--- src/rtl/usr_nl_pkg.sv ---
// rtl/usr_nl_pkg.sv - shared constants for the non-linear-ops datapath
package usr_nl_pkg;

    localparam int USR_WIDTH = 64;

    localparam int USR_CMP_UNSIGNED = 0;
    localparam int USR_CMP_SIGNED   = 1;

endpackage

--- src/rtl/usrmux.sv ---
// rtl/usrmux.sv - 2:1 operand mux, sel=1 picks i1
module usrmux
    import usr_nl_pkg::*;
#(
    parameter int WIDTH = USR_WIDTH
) (
    input  logic             usrmux_sel,
    input  logic [WIDTH-1:0] i1,
    input  logic [WIDTH-1:0] i2,
    output logic [WIDTH-1:0] o
);

    // Pure combinational select; no state in this stage.
    assign o = usrmux_sel ? i1 : i2;

endmodule

--- src/rtl/usrmaxpool.sv ---
// rtl/usrmaxpool.sv - streaming max/argmax over non-overlapping windows of POOL elements
module usrmaxpool
    import usr_nl_pkg::*;
#(
    parameter int WIDTH  = USR_WIDTH,
    parameter int POOL   = 4,
    parameter int SIGNED = USR_CMP_SIGNED,
    parameter int IDX_W  = $clog2(POOL)
) (
    input  logic             clk,
    input  logic             rst_n,
    input  logic             in_valid,
    output logic             in_ready,
    input  logic [WIDTH-1:0] in_data,
    output logic             out_valid,
    input  logic             out_ready,
    output logic [WIDTH-1:0] out_data,
    output logic [IDX_W-1:0] out_idx
);

    localparam logic [IDX_W-1:0] LAST = IDX_W'(POOL - 1);

    logic [IDX_W-1:0] cnt_q, cnt_d;
    logic [WIDTH-1:0] max_q, max_d;
    logic [IDX_W-1:0] idx_q, idx_d;
    logic             out_valid_q, out_valid_d;
    logic [WIDTH-1:0] out_data_q, out_data_d;
    logic [IDX_W-1:0] out_idx_q, out_idx_d;

    logic             gt;
    logic             sel;
    logic             last;
    logic             accept;
    logic [WIDTH-1:0] mux_o;

    // Strictly-greater compare so ties keep the earlier (lower index) element.
    generate
        if (SIGNED != USR_CMP_UNSIGNED) begin : g_cmp_signed
            assign gt = $signed(in_data) > $signed(max_q);
        end else begin : g_cmp_unsigned
            assign gt = in_data > max_q;
        end
    endgenerate

    assign sel    = (cnt_q == '0) || gt;
    assign last   = (cnt_q == LAST);
    // Only the window-closing element has to wait for a stalled result.
    assign in_ready = !(last && out_valid_q && !out_ready);
    assign accept = in_valid && in_ready;

    usrmux #(
        .WIDTH (WIDTH)
    ) u_max_mux (
        .usrmux_sel (sel),
        .i1         (in_data),
        .i2         (max_q),
        .o          (mux_o)
    );

    // Next-state: running max update, window completion and output pop.
    always_comb begin
        cnt_d       = cnt_q;
        max_d       = max_q;
        idx_d       = idx_q;
        out_valid_d = out_valid_q;
        out_data_d  = out_data_q;
        out_idx_d   = out_idx_q;

        if (out_valid_q && out_ready) begin
            out_valid_d = 1'b0;
        end

        if (accept) begin
            max_d = mux_o;
            if (sel) begin
                idx_d = cnt_q;
            end
            if (last) begin
                cnt_d       = '0;
                out_valid_d = 1'b1;
                out_data_d  = mux_o;
                out_idx_d   = sel ? cnt_q : idx_q;
            end else begin
                cnt_d = cnt_q + IDX_W'(1);
            end
        end
    end

    // State and output registers; reset drops any partial window and pending result.
    always_ff @(posedge clk or negedge rst_n) begin
        if (!rst_n) begin
            cnt_q       <= '0;
            max_q       <= '0;
            idx_q       <= '0;
            out_valid_q <= 1'b0;
            out_data_q  <= '0;
            out_idx_q   <= '0;
        end else begin
            cnt_q       <= cnt_d;
            max_q       <= max_d;
            idx_q       <= idx_d;
            out_valid_q <= out_valid_d;
            out_data_q  <= out_data_d;
            out_idx_q   <= out_idx_d;
        end
    end

    assign out_valid = out_valid_q;
    assign out_data  = out_data_q;
    assign out_idx   = out_idx_q;

endmodule

--- config.mk ---
export PLATFORM = sky130hd
export DESIGN_NAME = usrmaxpool
export DESIGN_NICKNAME = d
export VERILOG_FILES = /design/src/rtl/usr_nl_pkg.sv /design/src/rtl/usrmux.sv /design/src/rtl/usrmaxpool.sv
export SDC_FILE = /design/constraint.sdc
export NUM_CORES = 1
export LEC_CHECK = 0
export CAP_MARGIN = 0
export CORE_AREA = 2 2 123 125
export CTS_CLUSTER_SIZE = 24
export DETAILED_ROUTE_END_ITERATION = 10
export DIE_AREA = 0 0 125 127
export PLACE_DENSITY = 0.76
export SYNTH_ARGS = -nofsm -noshare
export SYNTH_HDL_FRONTEND = slang
export SYNTH_SLANG_ARGS = --single-unit
--- constraint.sdc ---
create_clock -name clk -period 3.1 [get_ports clk]
set_input_delay 0.62 -clock clk [delete_from_list [all_inputs] [get_ports clk]]
set_output_delay 0.62 -clock clk [all_outputs]
set_load 0.005 [all_outputs]
==> flow_metrics.env, run 1 <==
export IMPL_status="complete, but fails checks"
export IMPL_violations="setup timing"
export IMPL_synth_area_um2=7590
export IMPL_power_mw=11.9
export IMPL_synth_simple_area_share_pct=7.01
export IMPL_avgRoutedWirePerCell_um=19.8
export IMPL_start_util_pct=52.6
export IMPL_clock_sinks=135
export IMPL_ctsHoldBuffers=0
export IMPL_drcViolationCount=0
export IMPL_rsz0062_at_grt="yes"
export IMPL_top_usage_layer="met2"
export IMPL_path_clk_slew_ns=0.06
export IMPL_hold_class="input port to async pin"
export IMPL_use_met3_pct=6.66
export IMPL_min_period_over_period_pct=103
export IMPL_synth_edf_count=0
export IMPL_cts_root_buf="clkbuf_16"
export IMPL_finalNonFillerCells=1163
export IMPL_crit_required_ns=3.40
export IMPL_io_pins=136
export IMPL_fp_row_count=44
export IMPL_portBuffers=135
export IMPL_die_x_um=125
export IMPL_synth_cell_types=38
export IMPL_yosys_register_bits=135
export IMPL_reg2reg_depth=11
export IMPL_worst_pin_slew_ns=0.630
export IMPL_layout_commonest_cell="dfrtp_1"
export IMPL_antenna_left=0
export IMPL_antenna_cells=0
export IMPL_ir_worst_vdd_uv=674
export IMPL_relSlewSlack_pct=58.0
export IMPL_finalSetupTns_ns=-3.85
export IMPL_crit_type="input port to register"
export IMPL_cp_end_kind="register"
export IMPL_die_area_um2=15900
export IMPL_start_kind="input port"
export IMPL_die_h_um=127
export IMPL_maxSlewViolCount=0
export IMPL_finClkSkew_ns=0.00887
export IMPL_track_usage_pct=28.4
export IMPL_htreeDepth=4
export IMPL_vias=7006
export IMPL_synth_compound_area_share_pct=19.1
export IMPL_synthCells=762
export IMPL_crit_start="in_data[26]"
export IMPL_cp_cell_sequence="dlygate4sd2_1 > ha_4 > nand4_1 > or4_4 > or3_1 > a2bb2oi_1 > o21ai_4 > a21oi_4 > buf_6 > clkbuf_16 > mux2_4"
export IMPL_min_period_ns=3.20
export IMPL_synth_top_family_by_area="compound AO/OA/AOI/OAI gates"
export IMPL_place_inst=1117
export IMPL_tritoncts="yes"
export IMPL_hold_viol=0
export IMPL_drt_initial_drc_count=494
export IMPL_drive_gt1_share_pct=22.7
export IMPL_syn_area_per_cell_um2=9.96
export IMPL_place_hpwl_um=14500
export IMPL_mostFrequentLayoutCells="dfrtp_1, clkdlybuf4s50_1, a21oi_1"
export IMPL_clkLatencyLatePin_ns=0.42
export IMPL_use_met1_pct=34.5
export IMPL_met2_usage_pct=49.1
export IMPL_synth_xor_xnor_area_share_pct=0
export IMPL_yosysSeqAreaShare_pct=44.5
export IMPL_syn2layout_area_growth_pct=41.3
export IMPL_synthMuxAreaShare_pct=11.9
export IMPL_grt_overflow=0
export IMPL_core_um2=14400
export IMPL_cp_data_arrival_time_ns=3.50
export IMPL_p_leak_nw=4.95
export IMPL_grt_max_degree=67
export IMPL_r2r_start="max_q[24]"
export IMPL_drv_cap=0
export IMPL_place_gp_congestion=0.881
export IMPL_fmax_ghz=0.313
export IMPL_n_fill_cell=963
export IMPL_setup_violations_final=59
export IMPL_finalNetCount=1101
export IMPL_yosys_most_used_dff="dfrtp_1"
export IMPL_cts_made_buffers=17
export IMPL_antenna_found_initial=0
export IMPL_synthAdderAreaFrac_pct=10.9
export IMPL_worst_slack_ns=-0.0961
export IMPL_slowest_stage="or4_4"
export IMPL_grt_pass1_wl_um=36500
export IMPL_finalWirelength_um=23000
export IMPL_yosys_warnings=0
export IMPL_powerDensity_nw_per_um2=1110
export IMPL_timing_critical_path_fanout_max=5
export IMPL_syn_nets=896
export IMPL_critPathMaxStageDelay_ns=0.60
export IMPL_first_pass_iters=5
export IMPL_viasPerCell=6.02
export IMPL_clockBufferDepth=2
export IMPL_grt_pass1_vias=7384
export IMPL_async_flop_share_pct=100
-- critical path, delay by kind of cell --
family,cells,cell delay [ns]
AND/OR/NAND/NOR,3,1.24
buffers and inverters,3,0.58
AO/OA/AOI/OAI,3,0.47
multiplexers,1,0.30
adder cells (fa/ha/maj),1,0.27
-- per-layer routing --
metal | vias up | share of wire (%) | wire (um)
li1 | 3150 | - | -
met4 | 0 | 2.4 | 551
met5 | - | 0 | 0
met2 | 294 | 50 | 11500
met1 | 3514 | 41 | 9360
met3 | 48 | 7.1 | 1630
-- repair_timing --
item                                    4_1_cts  5_1_grt
endpoints found under the setup margin      132      132
pin swaps                                    28       10
setup buffers                                 7        6
cloned                                        0        2
resized for setup                            43       30
-- sequential cells by signal (all words and copies together) (netlist names) --
| name | cells |
|---|---|
| idx_q | 2 |
| max_q | 64 |
| cnt_q | 2 |
| out_valid | 1 |
| out_data | 64 |
| out_idx | 2 |
-- stage by stage --
stage | hold slack, ns | utilization, % | setup WS (ns) | cell area (um^2)
global placement | 0.491 | 67.6 | -0.649 | 9750
global route | 0.223 | 74.3 | -0.137 | 10700
floorplan | 0.324 | - | 0.0104 | 7590
CTS | 0.204 | 72.6 | -0.0235 | 10500
detailed placement | 0.496 | 67.6 | -0.802 | 9750
finish | 0.185 | 74.3 | -0.0961 | 10700
-- path summary, 6_finish.rpt --
check                                to  slack (ns)
setup / recovery              max_q[52]        -0.1
hold / removal              out_data[7]        0.18
setup reg to reg              max_q[52]       -0.09
hold reg to reg            out_data[62]        0.52
max in group asynchronous  out_data[20]        2.11
min in group clk           out_data[62]        0.52
-- final cells by class --
class / instances / area [um^2] / area share [%]
timing repair buffer: 235 / 2310 / 21.6
multi-input combinational: 508 / 3940 / 36.8
clock buffer: 18 / 439 / 4.10
tap: 184 / 230 / 2.15
sequential: 135 / 3380 / 31.5
inverter: 70 / 263 / 2.45
clock inverter: 13 / 156 / 1.46
-- logic make-up (layout without fill, tap and decap cells) --
group           after synthesis  count (layout)
compound gates              256             256
fa+ha+maj                    66              66
buf+inv                     119             336
flops                       135             135
mux                          67              67
simple gates                119             119
-- cell usage after synthesis (all sizes together), types with 3 or more instances --
cell      n  area (um^2)
dfrtp   135         3380
a21oi    94          474
o21ai    76          384
inv      70          263
nor2     69          259
a31oi    68          432
mux2     67          905
ha       66          826
clkbuf   31          116
buf      18          121
nand4    15         93.8
nand2    14         52.6
nand3     8         40.0
a21o      4         30.0
a211oi    3         22.5
nor2b     3         18.8
-- where the power goes --
group	total, mW	internal [mW]	switching, mW
Combinational	6.46	3.37	3.09
Clock	2.06	1.27	0.784
Sequential	3.38	2.68	0.706
No activity file was read; power rests on OpenSTA's default activity.
==> run 2: changes to the inputs <==
CTS_CLUSTER_SIZE = 28   (was 24)
==> results of run 2 <==
No change in the layout: final DEF, timing and power equal those of run 1.
==> run 3: changes to the inputs <==
CORE_AREA = 10 10 131 133   (was 2 2 123 125)
DIE_AREA = 0 0 141 143   (was 0 0 125 127)
==> run 3 against run 2 <==
  * The flow still finishes with violations (setup timing)
  * Routed wire length grew 3.7%
  * Combinational power grew 1%
  * Core utilization decreased by 0.50 points
  * Clock power is 8% lower
  * Via count fell by 1.7%
  * Sequential cell count unchanged
  * First-iteration DRC count rose by 10%
  * Register-to-register slack better by 0.08 ns
  * Fmax is 1.8% higher
  * Design area is 0.68% lower
  * Clock-buffer cell count is 3 higher
  * Largest power group unchanged
==> flow_metrics.env, run 3 (synthesis gave the netlist of run 1 again) <==
export IMPL_critPathBufInv=3
export IMPL_cp_end_kind="register"
export IMPL_relSlewSlack_pct=60.9
export IMPL_drt_initial_drc_count=544
export IMPL_portBuffers=135
export IMPL_r2r_start="max_q[26]"
export IMPL_maxSlewViolCount=0
export IMPL_powerDensity_nw_per_um2=1110
export IMPL_worst_pin_slew_ns=0.587
export IMPL_grt_overflow=0
export IMPL_antenna_left=0
export IMPL_die_x_um=141
export IMPL_antenna_found_initial=0
export IMPL_place_inst=1106
export IMPL_cts_made_buffers=17
export IMPL_hold_viol=0
export IMPL_cp_data_arrival_time_ns=3.44
export IMPL_avgRoutedWirePerCell_um=20.8
export IMPL_ir_worst_vdd_uv=682
export IMPL_path_clk_slew_ns=0.05
export IMPL_crit_family="compound AO/OA/AOI/OAI gates"
export IMPL_finalNonFillerCells=1150
export IMPL_finClkSkew_ns=0.00753
export IMPL_io_pins=136
export IMPL_finalWirelength_um=23900
export IMPL_first_pass_iters=6
export IMPL_cp_cell_sequence="dlygate4sd2_1 > ha_1 > nand4_1 > or4_4 > o311a_4 > a31o_4 > a21oi_4 > buf_6 > buf_12 > mux2_4"
export IMPL_drive_gt1_share_pct=21.9
export IMPL_grt_pass1_wl_um=37500
export IMPL_pre_cts_ws_ns=-0.760
export IMPL_min_period_over_period_pct=101
export IMPL_core_um2=14400
export IMPL_min_period_ns=3.14
export IMPL_violations="setup timing"
export IMPL_fmax_ghz=0.318
export IMPL_timing_critical_path_fanout_max=8
export IMPL_p_leak_nw=4.86
export IMPL_track_usage_pct=22.8
export IMPL_crit_start="in_data[31]"
export IMPL_fp_row_count=44
export IMPL_clockBufferDepth=2
export IMPL_worst_slack_ns=-0.0398
export IMPL_die_h_um=143
export IMPL_die_area_um2=20200
export IMPL_place_gp_congestion=0.857
export IMPL_drcViolationCount=0
export IMPL_start_kind="input port"
export IMPL_crit_type="input port to register"
export IMPL_layout_commonest_cell="dfrtp_1"
export IMPL_crit_required_ns=3.40
export IMPL_setup_violations_final=18
export IMPL_place_hpwl_um=15500
export IMPL_grt_max_degree=77
export IMPL_rsz0062_at_grt="yes"
export IMPL_critPathMaxStageDelay_ns=0.58
export IMPL_hold_class="input port to async pin"
export IMPL_tritoncts="yes"
export IMPL_slowest_stage="or4_4"
export IMPL_clock_sinks=135
export IMPL_vias=6889
export IMPL_htreeDepth=4
export IMPL_finalNetCount=1088
export IMPL_start_util_pct=52.6
export IMPL_cts_root_buf="clkbuf_16"
export IMPL_drv_cap=0
export IMPL_antenna_cells=0
export IMPL_grt_pass1_vias=7357
export IMPL_mostFrequentLayoutCells="dfrtp_1, clkdlybuf4s50_1, a21oi_1"
export IMPL_status="complete, but fails checks"
export IMPL_clkLatencyLatePin_ns=0.42
export IMPL_viasPerCell=5.99
export IMPL_syn2layout_area_growth_pct=40.3
## run 3: worst register-to-register path, stage by stage, from the launching register on
cell and delay (ns):
dfrtp_1 0.38, inv_1 0.06, ha_1 0.30, nand4_1 0.16, or4_4 0.55, o311a_4 0.40, a31o_4 0.24, a21oi_4 0.23
buf_6 0.19, buf_12 0.15, mux2_4 0.32
## run 3: through the flow
stage	power, mW	instance area (um^2)	hold WS (ns)	utilization (%)	TNS (ns)
final	11.8	10600	0.177	73.8	-0.289
after floorplan	6.55	7590	0.324	-	0
after CTS	11.4	10400	0.199	72.4	0
after global routing	12.6	10600	0.220	73.8	-2.59
after global placement	8.92	9680	0.491	67.1	-68.87
after detailed placement	9.21	9680	0.515	67.1	-85.06
## run 3: repair_timing
action / CTS / global route
resized for setup: 48 / 18
setup buffers: 6 / 2
pin swaps: 27 / 17
gates cloned: 2 / 4
hold buffers: 0 / 0
setup endpoints to repair: 132 / 122
## run 3: power by group
| group | total [mW] | internal, mW | switching (mW) |
|---|---|---|---|
| clock network | 1.90 | 1.15 | 0.753 |
| logic | 6.55 | 3.42 | 3.13 |
| registers | 3.37 | 2.68 | 0.693 |
## run 3: final timing paths
kind,endpoint,slack [ns],cells after the start
hold / removal,out_data[58],0.18,1
hold reg to reg,out_data[4],0.52,2
setup reg to reg,max_q[51],-0.01,10
min in group clk,out_data[4],0.52,2
setup / recovery,max_q[51],-0.04,10
max in group asynchronous,max_q[29],2.10,2
## run 3: cell type report
class	count	area, um^2
clock inverters	10	78.8
flip-flops and latches	135	3380
inverters	70	263
repair buffers	222	2260
clock buffers	21	470
multi-input cells	508	3960
fillers	981	3780
well taps	184	230
## run 3: routing by layer
| layer | global-route usage, % | vias up | wire (um) |
|---|---|---|---|
| met5 | 0 | - | 0 |
| met3 | 5.34 | 61 | 1640 |
| met2 | 38.9 | 279 | 12000 |
| met4 | 9.40 | 0 | 636 |
| li1 | - | 3126 | - |
| met1 | 27.1 | 3423 | 9630 |
